File: config.mk
export PLATFORM = sky130hd
export DESIGN_NAME = clk_rst_seq
export DESIGN_NICKNAME = d
export VERILOG_FILES = /design/src/rtl/clk_rst_seq.sv
export SDC_FILE = /design/constraint.sdc
export NUM_CORES = 1
export LEC_CHECK = 0
export CORE_UTILIZATION = 40
export CTS_CLUSTER_DIAMETER = 80
export DETAILED_ROUTE_END_ITERATION = 7
export GPL_ROUTABILITY_DRIVEN = 0
export PLACE_DENSITY = 0.57
export SETUP_SLACK_MARGIN = 0.05
export SYNTH_ARGS = -nofsm -noshare
export SYNTH_HDL_FRONTEND = slang
export SYNTH_SLANG_ARGS = --single-unit
File: constraint.sdc
create_clock -name clk_i -period 2.4 [get_ports clk_i]
set_clock_uncertainty 0.15 [all_clocks]
set_input_delay 0.48 -clock clk_i [delete_from_list [all_inputs] [get_ports clk_i]]
set_output_delay 0.48 -clock clk_i [all_outputs]
set_load 0.01 [all_outputs]
File: src/rtl/clk_rst_seq.sv
// PLL lock qualifier with staggered per-channel reset release and
// glitch-free, reprogrammable per-channel clock-enable dividers.
module clk_rst_seq #(
  parameter int NUM_CH   = 4,
  parameter int DIV_W    = 8,
  parameter int LOCK_CNT = 1024,
  parameter int STAGGER  = 16
) (
  input  logic                    clk_i,
  input  logic                    rstn_i,
  input  logic                    locked_i,
  input  logic [NUM_CH*DIV_W-1:0] div_i,
  input  logic                    div_upd_i,
  input  logic                    lock_lost_clr_i,
  output logic [NUM_CH-1:0]       rstn_o,
  output logic [NUM_CH-1:0]       clk_en_o,
  output logic                    ready_o,
  output logic                    lock_lost_o
);

  localparam int LCNT_W = $clog2(LOCK_CNT);
  localparam int SCNT_W = $clog2(STAGGER + 1);
  localparam logic [LCNT_W-1:0] LOCK_LAST = LCNT_W'(LOCK_CNT - 1);
  localparam logic [SCNT_W-1:0] STAG_LAST = SCNT_W'(STAGGER - 1);

  if (NUM_CH < 1 || NUM_CH > 16) begin : g_bad_num_ch
    $error("clk_rst_seq: NUM_CH must be in 1..16");
  end
  if (LOCK_CNT < 2) begin : g_bad_lock_cnt
    $error("clk_rst_seq: LOCK_CNT must be >= 2");
  end
  if (STAGGER < 1) begin : g_bad_stagger
    $error("clk_rst_seq: STAGGER must be >= 1");
  end

  typedef enum logic [1:0] {
    S_WAIT_LOCK,
    S_STABLE,
    S_RELEASE,
    S_RUN
  } state_t;

  state_t              r_state;
  logic                r_sync1;
  logic                r_locked_s;
  logic [LCNT_W-1:0]   r_stable_cnt;
  logic [SCNT_W-1:0]   r_stag_cnt;
  logic [NUM_CH-1:0]   r_rstn;
  logic                r_ready;
  logic                r_lock_lost;
  logic [NUM_CH*DIV_W-1:0] r_pend;
  logic [NUM_CH-1:0]   r_pend_v;
  logic [NUM_CH-1:0]   w_load;
  logic                w_drop;

  always_ff @(posedge clk_i or negedge rstn_i) begin
    if (!rstn_i) begin
      r_sync1    <= 1'b0;
      r_locked_s <= 1'b0;
    end else begin
      r_sync1    <= locked_i;
      r_locked_s <= r_sync1;
    end
  end

  assign w_drop = (r_state == S_RELEASE || r_state == S_RUN) && !r_locked_s;

  always_ff @(posedge clk_i or negedge rstn_i) begin
    if (!rstn_i) begin
      r_state      <= S_WAIT_LOCK;
      r_stable_cnt <= '0;
      r_stag_cnt   <= '0;
      r_rstn       <= '0;
      r_ready      <= 1'b0;
      r_lock_lost  <= 1'b0;
    end else begin
      if (lock_lost_clr_i) r_lock_lost <= 1'b0;
      case (r_state)
        S_WAIT_LOCK: begin
          r_stable_cnt <= '0;
          if (r_locked_s) r_state <= S_STABLE;
        end
        S_STABLE: begin
          if (!r_locked_s) begin
            r_state      <= S_WAIT_LOCK;
            r_stable_cnt <= '0;
          end else if (r_stable_cnt == LOCK_LAST) begin
            r_state      <= S_RELEASE;
            r_stable_cnt <= '0;
            r_stag_cnt   <= '0;
            r_rstn       <= NUM_CH'(1);
          end else begin
            r_stable_cnt <= r_stable_cnt + LCNT_W'(1);
          end
        end
        S_RELEASE, S_RUN: begin
          // Set is assigned after the clear so a coinciding loss wins.
          if (!r_locked_s) begin
            r_state      <= S_WAIT_LOCK;
            r_rstn       <= '0;
            r_ready      <= 1'b0;
            r_lock_lost  <= 1'b1;
            r_stag_cnt   <= '0;
            r_stable_cnt <= '0;
          end else if (r_state == S_RELEASE) begin
            if (r_stag_cnt == STAG_LAST) begin
              r_stag_cnt <= '0;
              if (r_rstn[NUM_CH-1]) begin
                r_state <= S_RUN;
                r_ready <= 1'b1;
              end else begin
                r_rstn <= r_rstn | (r_rstn << 1);
              end
            end else begin
              r_stag_cnt <= r_stag_cnt + SCNT_W'(1);
            end
          end
        end
        default: r_state <= S_WAIT_LOCK;
      endcase
    end
  end

  always_ff @(posedge clk_i or negedge rstn_i) begin
    if (!rstn_i) begin
      r_pend   <= '0;
      r_pend_v <= '0;
    end else if (div_upd_i) begin
      r_pend   <= div_i;
      r_pend_v <= '1;
    end else begin
      r_pend_v <= r_pend_v & ~w_load;
    end
  end

  for (genvar gi = 0; gi < NUM_CH; gi++) begin : g_ch
    logic [DIV_W-1:0] r_div;
    logic [DIV_W-1:0] r_cnt;
    logic             r_en;
    logic             w_hold;
    logic             w_last;

    // New ratios only take effect at a period boundary or while held in reset.
    assign w_hold      = w_drop || !r_rstn[gi];
    assign w_last      = (r_div <= DIV_W'(1)) || (r_cnt == r_div - DIV_W'(1));
    assign w_load[gi]  = r_pend_v[gi] && (w_hold || w_last);
    assign clk_en_o[gi] = r_en;

    always_ff @(posedge clk_i or negedge rstn_i) begin
      if (!rstn_i) begin
        r_div <= DIV_W'(1);
        r_cnt <= '0;
        r_en  <= 1'b0;
      end else begin
        if (w_load[gi]) r_div <= r_pend[gi*DIV_W +: DIV_W];
        if (w_hold) begin
          r_cnt <= '0;
          r_en  <= 1'b0;
        end else begin
          r_en  <= w_last;
          r_cnt <= w_last ? '0 : r_cnt + DIV_W'(1);
        end
      end
    end
  end

  assign rstn_o      = r_rstn;
  assign ready_o     = r_ready;
  assign lock_lost_o = r_lock_lost;

endmodule

==> results.tsv, run 1 <==
stage	metric	value	unit
routing	routed length per instance	15.5	um
worst_setup_path	Critical R2R Capture	g_ch[2].r_div[1]$_DFFE_PN0P_	
run	max-cap violations	0	
power_and_ir_drop	Pwr Density	690	nW/um2
grt	GRT Overall Usage	18.4	%
logic_synthesis	#FFs+latches synth	129	
grt	pin count of the biggest net entering global routing	60	
clock_network	clk buf depth	2	
clock_network	Clock Latency Late Sink	0.42	ns
logic_synthesis	Post-synth EDFFs	0	
worst_setup_path	Critical Path End Type	register	
worst_setup_path	worst-case reg-to-reg path depth	9	
timing	fin crit share	106	%
logic_synthesis	top post-synthesis cells by area	dfrtp_1 (48%), mux2_2 (8.9%), xor2_1 (6.2%)	
routing	overall routed net length	14100	um
finish	area added between synthesis and finish	29.6	%
floorplanning	chip height	129	um
placement	Port Buffers	46	
floorplanning	core area	15800	um2
grt	vias in the first global route	4840	
finish	layout cells sized above 1	27.2	%
timing	count of pins over their slew limit	0	
timing	Worst slew margin	67.0	%
timing	Fmax	0.392	GHz
worst_setup_path	RR Startpoint	g_ch[2].r_div[1]$_DFFE_PN0P_	
logic_synthesis	Avg Cell Area, Syn	10.9	um2
routing	residual DRC count	0	
power_and_ir_drop	maximum VDD drop	0.650	mV
worst_setup_path	WS Path Type	register to register	
timing	RSZ-0062 raised after global routing	true	
grt	gr ovfl total	0	
timing	Min Clock Period, post-route	2.55	ns
clock_network	clock root cell	clkbuf_16	
worst_setup_path	reg2reg setup slack	-0.15	ns
power_and_ir_drop	sw frac	24.7	%
floorplanning	die width	129	um
timing	hold slack	0.203	ns
routing	DR iter-0 viols	190	
logic_synthesis	Distinct cells, synth	64	
finish	most common cell after layout, fill and taps aside	dfrtp_1	
grt	number of antenna violations at the first check in global routing	0	
clock_network	Worst-path clk slew	0.05	ns
status	failing checks	negative setup slack	
floorplanning	Rows	46	
finish	# nets final	737	
worst_setup_path	worst setup path start	g_ch[2].r_div[1]$_DFFE_PN0P_	
power_and_ir_drop	internal power	4.35	mW
status	run status	finished, violations left	
placement	placed instance count	873	
power_and_ir_drop	combinational power share	16.4	%
clock_network	total CTS buffers	17	
routing	Antenna Nets Post-Route	0	
timing	slew of the pin with the lowest slew margin	0.490	ns
worst_setup_path	Worst Path Arrival	2.70	ns
worst_setup_path	Req. time, crit path	2.55	ns
clock_network	number of clock sinks	129	
worst_setup_path	CP Max Fanout	8	
timing	final setup margin	-0.150	ns
logic_synthesis	sequential area share after synthesis	50.1	%
power_and_ir_drop	sequential share of power	42.5	%
logic_synthesis	area fraction of the dominant cell type after synthesis	48.5	%
grt	first-pass GRT wire length	23600	um
routing	Vias/cell	5.12	
logic_synthesis	Async SR Flop Fraction	100	%
finish	end-of-flow core utilization	52.9	%
placement	Post-DP HPWL	9900	um
finish	most frequent cells in the layout	dfrtp_1 (125), nor2_1 (59), buf_4 (48), xor2_1 (46), clkdlybuf4s50_1 (45)	
worst_setup_path	Startpoint Class	register	
placement	Post-Place Setup Slack	-0.140	ns
logic_synthesis	YS warnings	0	
power_and_ir_drop	clock power share	41.0	%
clock_network	CTS H-tree depth	4	
clock_network	CTS tree	done	
floorplanning	I/O pin total	47	
logic_synthesis	Mapped Cells	592	
min_path	worst hold path class	register to register	
timing	Hold Vio Cnt, Final	0	
power_and_ir_drop	Leak	3.63	nW
finish	Layout Cells excl Fill	914	
worst_setup_path	worst setup path end	g_ch[2].r_div[1]$_DFFE_PN0P_	
power_and_ir_drop	Power, Total	5.78	mW
logic_synthesis	Synth area leader	dfrtp_1	
logic_synthesis	Main synth FF type	dfrtp_1	
timing	Final Setup Violations	39	
logic_synthesis	synthesized net count	643	
finish	# fillers	1390	
floorplanning	Die Footprint	16600	um2
logic_synthesis	Synth Cell Area	6450	um2
floorplanning	Initial Util	40.8	%
routing	vias	4679	
power_and_ir_drop	net switching power	1.43	mW
routing	drt first pass iters	4	
finish	Inserted Diodes	0	
flip-flops by register name (all words and copies together) (netlist names), 2 cells and up:
signal and count:
g_ch.r_en 4, r_pend_v 4, r_state 2, r_stag_cnt 5, r_pend 32, g_ch.r_cnt 32
rstn_o 4, r_stable_cnt 10, g_ch.r_div 32
worst max-delay path, stage by stage, from the launching register on:
cell,delay (ns)
dfrtp_1,0.39
inv_2,0.09
ha_4,0.14
or3b_4,0.41
a221oi_2,0.31
a31oi_2,0.09
nor4_4,0.31
o21ai_4,0.09
buf_12,0.16
mux2_4,0.29
area by class of cell:
cell class                 instances  area (um2)  share of cell area, %
timing repair buffer              99         921                   11.0
clock inverter                     7        60.1                  0.718
clock buffer                      24         482                   5.76
tap                              216         270                   3.23
inverter                          13        48.8                  0.583
multi-input combinational        426        3350                   40.1
sequential                       129        3230                   38.6
per-stage QoR:
stage / setup TNS [ns] / instance area, um2
floorplan: -3.11 / 6620
global placement: -1.93 / 7570
detailed placement: -3.69 / 7570
CTS: -1.85 / 8270
global route: -6.23 / 8370
finish: -2.59 / 8370
repair_timing:
| action | 4_1_cts | 5_1_grt |
|---|---|---|
| pin swaps | 5 | 7 |
| endpoints found under the setup margin | 50 | 68 |
| cloned | 0 | 0 |
| gates resized for setup | 17 | 16 |
| hold buffers | 1 | 0 |
| setup buffers | 5 | 4 |
| hold endpoints to repair | 22 | 0 |
routing by layer:
metal  routed length (um)  vias up  GRT usage [%]
li1                     -     2263              -
met3                  457       24           4.58
met2                 7240      103           32.1
met4                  189        0           6.71
met1                 6250     2289           22.1
met5                    0        -              0
power groups by stage:
stage	combinational, mW	clock, mW	sequential, mW
2_1_floorplan	0.532	0	2.47
3_3_place_gp	0.851	0	2.49
3_5_place_dp	0.878	0	2.49
4_1_cts	0.922	2.43	2.46
5_1_grt	1.04	2.52	2.48
6_report	0.949	2.37	2.46
Yosys cell counts (6+ instances only):
library cell	number
dfrtp_1	125
nor2_1	64
mux2_2	51
xor2_1	46
nand2_1	35
nand3_1	31
xnor2_1	21
o21ai_0	19
clkbuf_1	15
ha_1	14
inv_1	13
and3_1	12
nor3_1	12
a21oi_1	9
mux2_1	8
a21o_1	6
and2_1	6
nand2b_1	6
o221ai_1	6
how the worst min path moves through the flow:
| stage | from | endpoint | slack, ns | depth (start not counted) |
|---|---|---|---|---|
| floorplan | rstn_i | g_ch[0].r_cnt[0]$_DFF_PN0_ | 0.03 | 0 |
| global placement | r_sync1$_DFF_PN0_ | r_locked_s$_DFF_PN0_ | 0.19 | 0 |
| detailed placement | r_sync1$_DFF_PN0_ | r_locked_s$_DFF_PN0_ | 0.19 | 0 |
| CTS | r_sync1$_DFF_PN0_ | r_locked_s$_DFF_PN0_ | 0.20 | 0 |
| global route | r_sync1$_DFF_PN0_ | r_locked_s$_DFF_PN0_ | 0.22 | 0 |
| finish | r_sync1$_DFF_PN0_ | r_locked_s$_DFF_PN0_ | 0.20 | 0 |
cell families after synthesis:
| group | count (synthesis) | share of synthesized area [%] |
|---|---|---|
| simple gates | 203 | 15.7 |
| flops | 129 | 50.1 |
| compound gates | 79 | 8.88 |
| xor+xnor | 67 | 9.09 |
| mux | 63 | 10.9 |
| buf+inv | 37 | 2.56 |
| fa+ha+maj | 14 | 2.71 |
No activity file was read; power rests on OpenSTA's default activity.
==> run 2, diff against run 1 <==
--- a/config.mk
+++ b/config.mk
@@ -9,8 +9,7 @@
 export CTS_CLUSTER_DIAMETER = 80
 export DETAILED_ROUTE_END_ITERATION = 7
 export GPL_ROUTABILITY_DRIVEN = 0
-export PLACE_DENSITY = 0.57
-export SETUP_SLACK_MARGIN = 0.05
+export PLACE_DENSITY = 0.64
 export SYNTH_ARGS = -nofsm -noshare
 export SYNTH_HDL_FRONTEND = slang
 export SYNTH_SLANG_ARGS = --single-unit
==> run 2 against run 1 <==
Compared with the run above:
- power grew 5.7%
- largest power group is now the clock network
- critical path depth is the same
- register-to-register slack gained 0.02 ns
- first-iteration DRC count grew 26%
- final cell count grew 0.44%
- design area grew 1.2%
- the flow finishes with violations (design-rule violations, negative setup slack)
- worst setup slack gained 0.017 ns
- sequential share of layout area shrank 0.44 points
- global-route usage grew 0.056 points
- die area is the same
- critical endpoint unchanged
==> results.tsv, run 2 (same netlist as run 1, synthesis figures left out) <==
stage	metric	value	unit	change
status	run status	finished, violations left		unchanged
status	failing checks	design-rule violations, negative setup slack		was negative setup slack
finish	most frequent cells in the layout	dfrtp_1 (125), nor2_1 (57), buf_4 (48), xor2_1 (46), clkdlybuf4s50_1 (44)		was dfrtp_1 (125), nor2_1 (59), buf_4 (48), xor2_1 (46), clkdlybuf4s50_1 (45)
timing	Min Clock Period, post-route	2.53	ns	was 2.55 ns
routing	vias	4716		was 4,679
clock_network	CTS tree	done		unchanged
grt	gr ovfl total	0		unchanged
placement	Port Buffers	46		unchanged
routing	routed length per instance	15.3	um	was 15.5 um
timing	setup_tns	-1.76	ns	was -2.59 ns
worst_setup_path	Critical Path End Type	register		unchanged
clock_network	Worst-path clk slew	0.06	ns	was 0.05 ns
min_path	Hold Path Stages	0		unchanged
finish	Inserted Diodes	0		unchanged
placement	placed standard-cell area	7580	um2	was 7570 um2
power_and_ir_drop	maximum VDD drop	0.524	mV	was 0.650 mV
finish	# nets final	740		was 737
routing	residual DRC count	1		was 0
clock_network	clock root cell	clkbuf_16		unchanged
worst_setup_path	worst-case reg-to-reg path depth	9		unchanged
run	max-cap violations	0		unchanged
timing	Worst slew margin	68.0	%	was 67.0%
power_and_ir_drop	Pwr Density	721	nW/um2	was 690 nW/um2
timing	final setup margin	-0.133	ns	was -0.150 ns
timing	fin crit share	106	%	about the same
grt	pin count of the biggest net entering global routing	39		was 60
timing	Hold Vio Cnt, Final	0		unchanged
floorplanning	chip height	129	um	unchanged
timing	Fmax	0.395	GHz	was 0.392 GHz
worst_setup_path	Worst Path Arrival	2.69	ns	was 2.70 ns
routing	DR iter-0 viols	240		was 190
grt	number of antenna violations at the first check in global routing	0		unchanged
routing	Antenna Nets Post-Route	0		unchanged
finish	most common cell after layout, fill and taps aside	dfrtp_1		unchanged
clock_network	Clock Latency Late Sink	0.42	ns	about the same
finish	area added between synthesis and finish	31.1	%	was 29.6%
worst_setup_path	slowest CP cell	dfstp_2		was or3b_4
worst_setup_path	largest stage delay on the critical path	0.54	ns	was 0.41 ns
finish	Final Cell Area	8460	um2	was 8370 um2
min_path	worst hold path class	register to register		unchanged
routing	Vias/cell	5.14		was 5.12
floorplanning	Rows	46		unchanged
timing	count of pins over their slew limit	0		unchanged
worst_setup_path	Startpoint Class	register		unchanged
grt	first-pass GRT wire length	23900	um	was 23,600 um
routing	overall routed net length	14100	um	about the same
finish	# fillers	1357		was 1,390
finish	layout cells sized above 1	28.8	%	was 27.2%
routing	drt first pass iters	7		was 4
worst_setup_path	critical-path cell list	inv_2 -> ha_4 -> or3b_4 -> o31a_1 -> o2111ai_2 -> nor4_4 -> o21ai_4 -> buf_12 -> mux2_4		was inv_2 -> ha_4 -> or3b_4 -> a221oi_2 -> a31oi_2 -> nor4_4 -> o21ai_4 -> buf_12 -> mux2_4
timing	hold slack	0.214	ns	was 0.203 ns
worst_setup_path	WS Path Type	register to register		unchanged
clock_network	CTS H-tree depth	4		unchanged
power_and_ir_drop	Leak	3.66	nW	was 3.63 nW
floorplanning	I/O pin total	47		unchanged
floorplanning	Initial Util	40.8	%	unchanged
timing	Final Setup Violations	32		was 39
floorplanning	die width	129	um	unchanged
clock_network	total CTS buffers	17		unchanged
grt	GRT Overall Usage	18.5	%	was 18.4%
worst_setup_path	Req. time, crit path	2.55	ns	about the same
placement	Post-Place Setup Slack	-0.145	ns	was -0.140 ns
worst_setup_path	CP Max Fanout	8		unchanged
timing	slew of the pin with the lowest slew margin	0.479	ns	was 0.490 ns
floorplanning	core area	15800	um2	unchanged
floorplanning	Die Footprint	16600	um2	unchanged
finish	biggest regs	g_ch.r_cnt (32), g_ch.r_div (32), r_pend (32)		unchanged
timing	RSZ-0062 raised after global routing	true		unchanged
clock_network	number of clock sinks	129		unchanged
grt	vias in the first global route	4909		was 4,840
clock_network	clk buf depth	2		unchanged
placement	Post-DP HPWL	9840	um	was 9900 um
run 2: worst paths after layout:
kind	start	slack [ns]	end
max	g_ch[2].r_div[0]$_DFFE_PN1P_	-0.13	g_ch[2].r_div[1]$_DFFE_PN0P_
min	r_sync1$_DFF_PN0_	0.21	r_locked_s$_DFF_PN0_
max reg2reg	g_ch[2].r_div[0]$_DFFE_PN1P_	-0.13	g_ch[2].r_div[1]$_DFFE_PN0P_
min reg2reg	r_sync1$_DFF_PN0_	0.21	r_locked_s$_DFF_PN0_
max in group asynchronous	rstn_i	1.08	g_ch[2].r_div[0]$_DFFE_PN1P_
min in group asynchronous	rstn_i	0.38	r_stable_cnt[7]$_DFFE_PN0P_
run 2: power by group:
| part | internal [mW] | total, mW | switching, mW |
|---|---|---|---|
| logic | 0.522 | 0.938 | 0.416 |
| clock network | 1.73 | 2.71 | 0.975 |
| registers | 2.33 | 2.46 | 0.131 |
run 2: per-stage QoR:
stage,utilization [%],instances,power [mW]
floorplan,-,592,3.01
CTS,53.2,917,6.14
global route,53.5,918,6.36
finish,53.5,918,6.11
detailed placement,47.9,875,3.36
global placement,47.9,875,3.32
run 2: layer usage:
layer  part of all wire, %  routed length, um  up-vias  GRT usage [%]
li1                      -                  -     2269              -
met1                    44               6170     2346           22.6
met2                    51               7190       81           31.9
met3                   3.4                483       20           4.05
met4                   1.5                212        0           7.34
met5                     0                  0        -              0
run 2: cell type report:
type | instances | area [um2] | area share, %
clock buffer | 18 | 429 | 5.07
clock inverter | 14 | 189 | 2.23
inverter | 13 | 48.8 | 0.577
multi-input combinational | 426 | 3350 | 39.6
sequential | 129 | 3230 | 38.2
tap | 216 | 270 | 3.19
timing repair buffer | 102 | 941 | 11.1
run 2: timing repair:
action,4_1_cts,5_1_grt
buffers inserted,9,1
pin swaps,16,9
hold buffers,1,0
endpoints found under the setup margin,49,61
gates cloned,0,0
hold endpoints to repair,22,0
resized for setup,28,12
run 2: worst max-delay path: cells and delay by family, from the launching register on:
| family | cells | cell delay (ns) |
|---|---|---|
| flip-flops | 1 | 0.54 |
| AND/OR/NAND/NOR | 2 | 0.64 |
| multiplexers | 1 | 0.29 |
| buffers and inverters | 2 | 0.21 |
| AO/OA/AOI/OAI | 3 | 0.44 |
| adder cells (fa/ha/maj) | 1 | 0.15 |
==> run 3, diff against run 2 <==
--- a/config.mk
+++ b/config.mk
@@ -9,7 +9,6 @@
 export CTS_CLUSTER_DIAMETER = 80
 export DETAILED_ROUTE_END_ITERATION = 7
 export GPL_ROUTABILITY_DRIVEN = 0
-export PLACE_DENSITY = 0.64
 export SYNTH_ARGS = -nofsm -noshare
 export SYNTH_HDL_FRONTEND = slang
 export SYNTH_SLANG_ARGS = --single-unit
==> constraint.sdc (replaced) <==
create_clock -name clk_i -period 2.4 [get_ports clk_i]
set_clock_uncertainty 0.15 [all_clocks]
set_input_delay 0.48 -clock clk_i [delete_from_list [all_inputs] [get_ports clk_i]]
set_output_delay 0.48 -clock clk_i [all_outputs]
set_load 0.05 [all_outputs]
==> run 3 against run 2 <==
Compared with the run above:
- the flow finishes with violations (negative setup slack)
- non-clock buffer count fell by 5
- clock power fell by 7.7%
- die area did not move
- final cell count fell by 0.65%
- sequential share of layout area rose by 0.27 points
- critical path type unchanged
- largest power group unchanged
- highest routed layer unchanged
==> results.tsv, run 3 (same netlist as run 1, synthesis figures left out) <==
stage	metric	value	unit	change
status	run status	finished, violations left		unchanged
status	failing checks	negative setup slack		was design-rule violations, negative setup slack
power_and_ir_drop	Leak	3.65	nW	was 3.66 nW
finish	Final Cell Area	8400	um2	was 8460 um2
routing	Antenna Nets Post-Route	0		unchanged
min_path	Hold Path Stages	0		unchanged
routing	Vias/cell	5.13		was 5.14
timing	setup_tns	-2.06	ns	was -1.76 ns
timing	Final Setup Violations	34		was 32
routing	overall routed net length	13800	um	was 14,100 um
worst_setup_path	Critical R2R Capture	g_ch[2].r_div[7]$_DFFE_PN0P_		was g_ch[2].r_div[1]$_DFFE_PN0P_
timing	final setup margin	-0.137	ns	was -0.133 ns
timing	Min Clock Period, post-route	2.54	ns	was 2.53 ns
power_and_ir_drop	combinational power share	15.7	%	was 15.4%
finish	Inserted Diodes	0		unchanged
timing	RSZ-0062 raised after global routing	true		unchanged
worst_setup_path	largest stage delay on the critical path	0.41	ns	was 0.54 ns
grt	pin count of the biggest net entering global routing	44		was 39
power_and_ir_drop	Power, Total	5.88	mW	was 6.11 mW
placement	Post-Place Setup Slack	-0.195	ns	was -0.145 ns
power_and_ir_drop	internal power	4.41	mW	was 4.58 mW
worst_setup_path	Critical Path End Type	register		unchanged
finish	layout cells sized above 1	28.2	%	was 28.8%
routing	routed length per instance	15.1	um	was 15.3 um
finish	most frequent cells in the layout	dfrtp_1 (125), nor2_1 (54), xor2_1 (46), buf_4 (45), mux2_2 (43)		was dfrtp_1 (125), nor2_1 (57), buf_4 (48), xor2_1 (46), clkdlybuf4s50_1 (44)
power_and_ir_drop	maximum VDD drop	0.500	mV	was 0.524 mV
finish	area added between synthesis and finish	30.2	%	was 31.1%
worst_setup_path	slowest CP cell	or3b_4		was dfstp_2
finish	# nets final	735		was 740
timing	Worst slew margin	59.3	%	was 68.0%
placement	Post-DP HPWL	9840	um	about the same
finish	biggest regs	g_ch.r_cnt (32), g_ch.r_div (32), r_pend (32)		unchanged
run	max-cap violations	0		unchanged
routing	drt first pass iters	4		was 7
timing	Fmax	0.394	GHz	was 0.395 GHz
worst_setup_path	delay-heaviest family, CP	simple AND/OR/NAND/NOR gates		unchanged
clock_network	clk buf depth	2		unchanged
grt	number of antenna violations at the first check in global routing	0		unchanged
routing	residual DRC count	0		was 1
worst_setup_path	CP most frequent cell	nor4_4		
timing	count of pins over their slew limit	0		unchanged
clock_network	Clock Latency Late Sink	0.42	ns	about the same
min_path	worst hold path class	register to register		unchanged
routing	vias	4675		was 4,716
min_path	hold_sp	r_sync1$_DFF_PN0_		unchanged
worst_setup_path	Startpoint Class	register		unchanged
floorplanning	die width	129	um	unchanged
worst_setup_path	worst-case reg-to-reg path depth	9		unchanged
worst_setup_path	WS Path Type	register to register		unchanged
routing	DR iter-0 viols	169		was 240
clock_network	number of clock sinks	129		unchanged
finish	most common cell after layout, fill and taps aside	dfrtp_1		unchanged
floorplanning	Rows	46		unchanged
floorplanning	chip height	129	um	unchanged
worst_setup_path	reg2reg setup slack	-0.14	ns	was -0.13 ns
floorplanning	I/O pin total	47		unchanged
grt	vias in the first global route	4882		was 4,909
placement	Port Buffers	46		unchanged
floorplanning	Die Footprint	16600	um2	unchanged
timing	slew of the pin with the lowest slew margin	0.602	ns	was 0.479 ns
timing	Hold Vio Cnt, Final	0		unchanged
worst_setup_path	RR Startpoint	g_ch[2].r_div[1]$_DFFE_PN0P_		was g_ch[2].r_div[0]$_DFFE_PN1P_
clock_network	CTS H-tree depth	4		unchanged
worst_setup_path	Req. time, crit path	2.55	ns	about the same
floorplanning	core area	15800	um2	unchanged
placement	placed standard-cell area	7570	um2	was 7580 um2
power_and_ir_drop	net switching power	1.47	mW	was 1.52 mW
clock_network	total CTS buffers	17		unchanged
clock_network	clock root cell	clkbuf_16		unchanged
finish	# fillers	1344		was 1,357
clock_network	Worst-path clk slew	0.06	ns	about the same
worst_setup_path	CP Max Fanout	8		unchanged
power_and_ir_drop	sw frac	25.0	%	was 24.9%
timing	fin crit share	106	%	about the same
power_and_ir_drop	clock power share	42.6	%	was 44.4%
clock_network	CTS tree	done		unchanged
power_and_ir_drop	sequential share of power	41.8	%	was 40.3%
worst_setup_path	Worst Path Arrival	2.68	ns	was 2.69 ns
worst_setup_path	crit path buf inv count	2		unchanged
floorplanning	Initial Util	40.8	%	unchanged
grt	first-pass GRT wire length	23400	um	was 23,900 um
min_path	Worst Hold Path EP	r_locked_s$_DFF_PN0_		unchanged
worst_setup_path	critical-path cell list	inv_2 -> ha_4 -> or3b_4 -> nor4_4 -> o2111ai_2 -> nor4_4 -> o21ai_4 -> buf_12 -> mux2_4		was inv_2 -> ha_4 -> or3b_4 -> o31a_1 -> o2111ai_2 -> nor4_4 -> o21ai_4 -> buf_12 -> mux2_4
power_and_ir_drop	Pwr Density	700	nW/um2	was 721 nW/um2
grt	gr ovfl total	0		unchanged
grt	GRT Overall Usage	18.1	%	was 18.5%
-- run 3: how the worst max path moves through the flow --
stage / from / cells past startpoint / end
after floorplan: g_ch[3].r_div[0]$_DFFE_PN1P_ / 7 / g_ch[3].r_div[1]$_DFFE_PN0P_
after global placement: g_ch[2].r_div[1]$_DFFE_PN0P_ / 8 / g_ch[2].r_div[7]$_DFFE_PN0P_
after detailed placement: g_ch[2].r_div[1]$_DFFE_PN0P_ / 8 / g_ch[2].r_div[7]$_DFFE_PN0P_
after CTS: g_ch[2].r_div[1]$_DFFE_PN0P_ / 9 / g_ch[2].r_div[1]$_DFFE_PN0P_
after global routing: g_ch[2].r_div[1]$_DFFE_PN0P_ / 9 / g_ch[2].r_div[1]$_DFFE_PN0P_
final: g_ch[2].r_div[1]$_DFFE_PN0P_ / 9 / g_ch[2].r_div[7]$_DFFE_PN0P_
-- run 3: power groups by stage --
stage	registers [mW]	clock network [mW]	logic, mW
detailed placement	2.49	0	0.857
CTS	2.46	2.56	0.896
global placement	2.49	0	0.827
floorplan	2.47	0	0.532
finish	2.46	2.50	0.921
global route	2.48	2.67	1.01
-- run 3: metal layers --
metal  wire, um  vias to the layer above  global-route usage, %
li1           -                     2258                      -
met1       6320                     2347                   22.2
met2       7010                       60                   31.3
met3        335                       10                   4.58
met4        132                        0                   5.88
met5          0                        -                      0
-- run 3: area by class of cell --
class                   count  area (um2)  area share (%)
clock buffers              21         460            5.48
multi-input cells         426        3380            40.2
inverters                  13        48.8           0.581
well taps                 216         270            3.22
repair buffers             97         901            10.7
clock inverters            10         114            1.35
flip-flops and latches    129        3230            38.5
-- run 3: through the flow --
step | util (%) | hold WS [ns] | std cells
floorplan | - | 0.0344 | 592
global placement | 47.8 | 0.181 | 874
detailed placement | 47.8 | 0.189 | 874
CTS | 52.4 | 0.202 | 910
global route | 53.1 | 0.216 | 912
finish | 53.1 | 0.202 | 912
-- run 3: what timing repair did --
item / CTS / global route
hold buffers: 1 / 0
pin swaps: 10 / 16
resized for setup: 18 / 24
setup endpoints to repair: 42 / 69
hold endpoints to repair: 39 / 0
setup buffers: 5 / 4
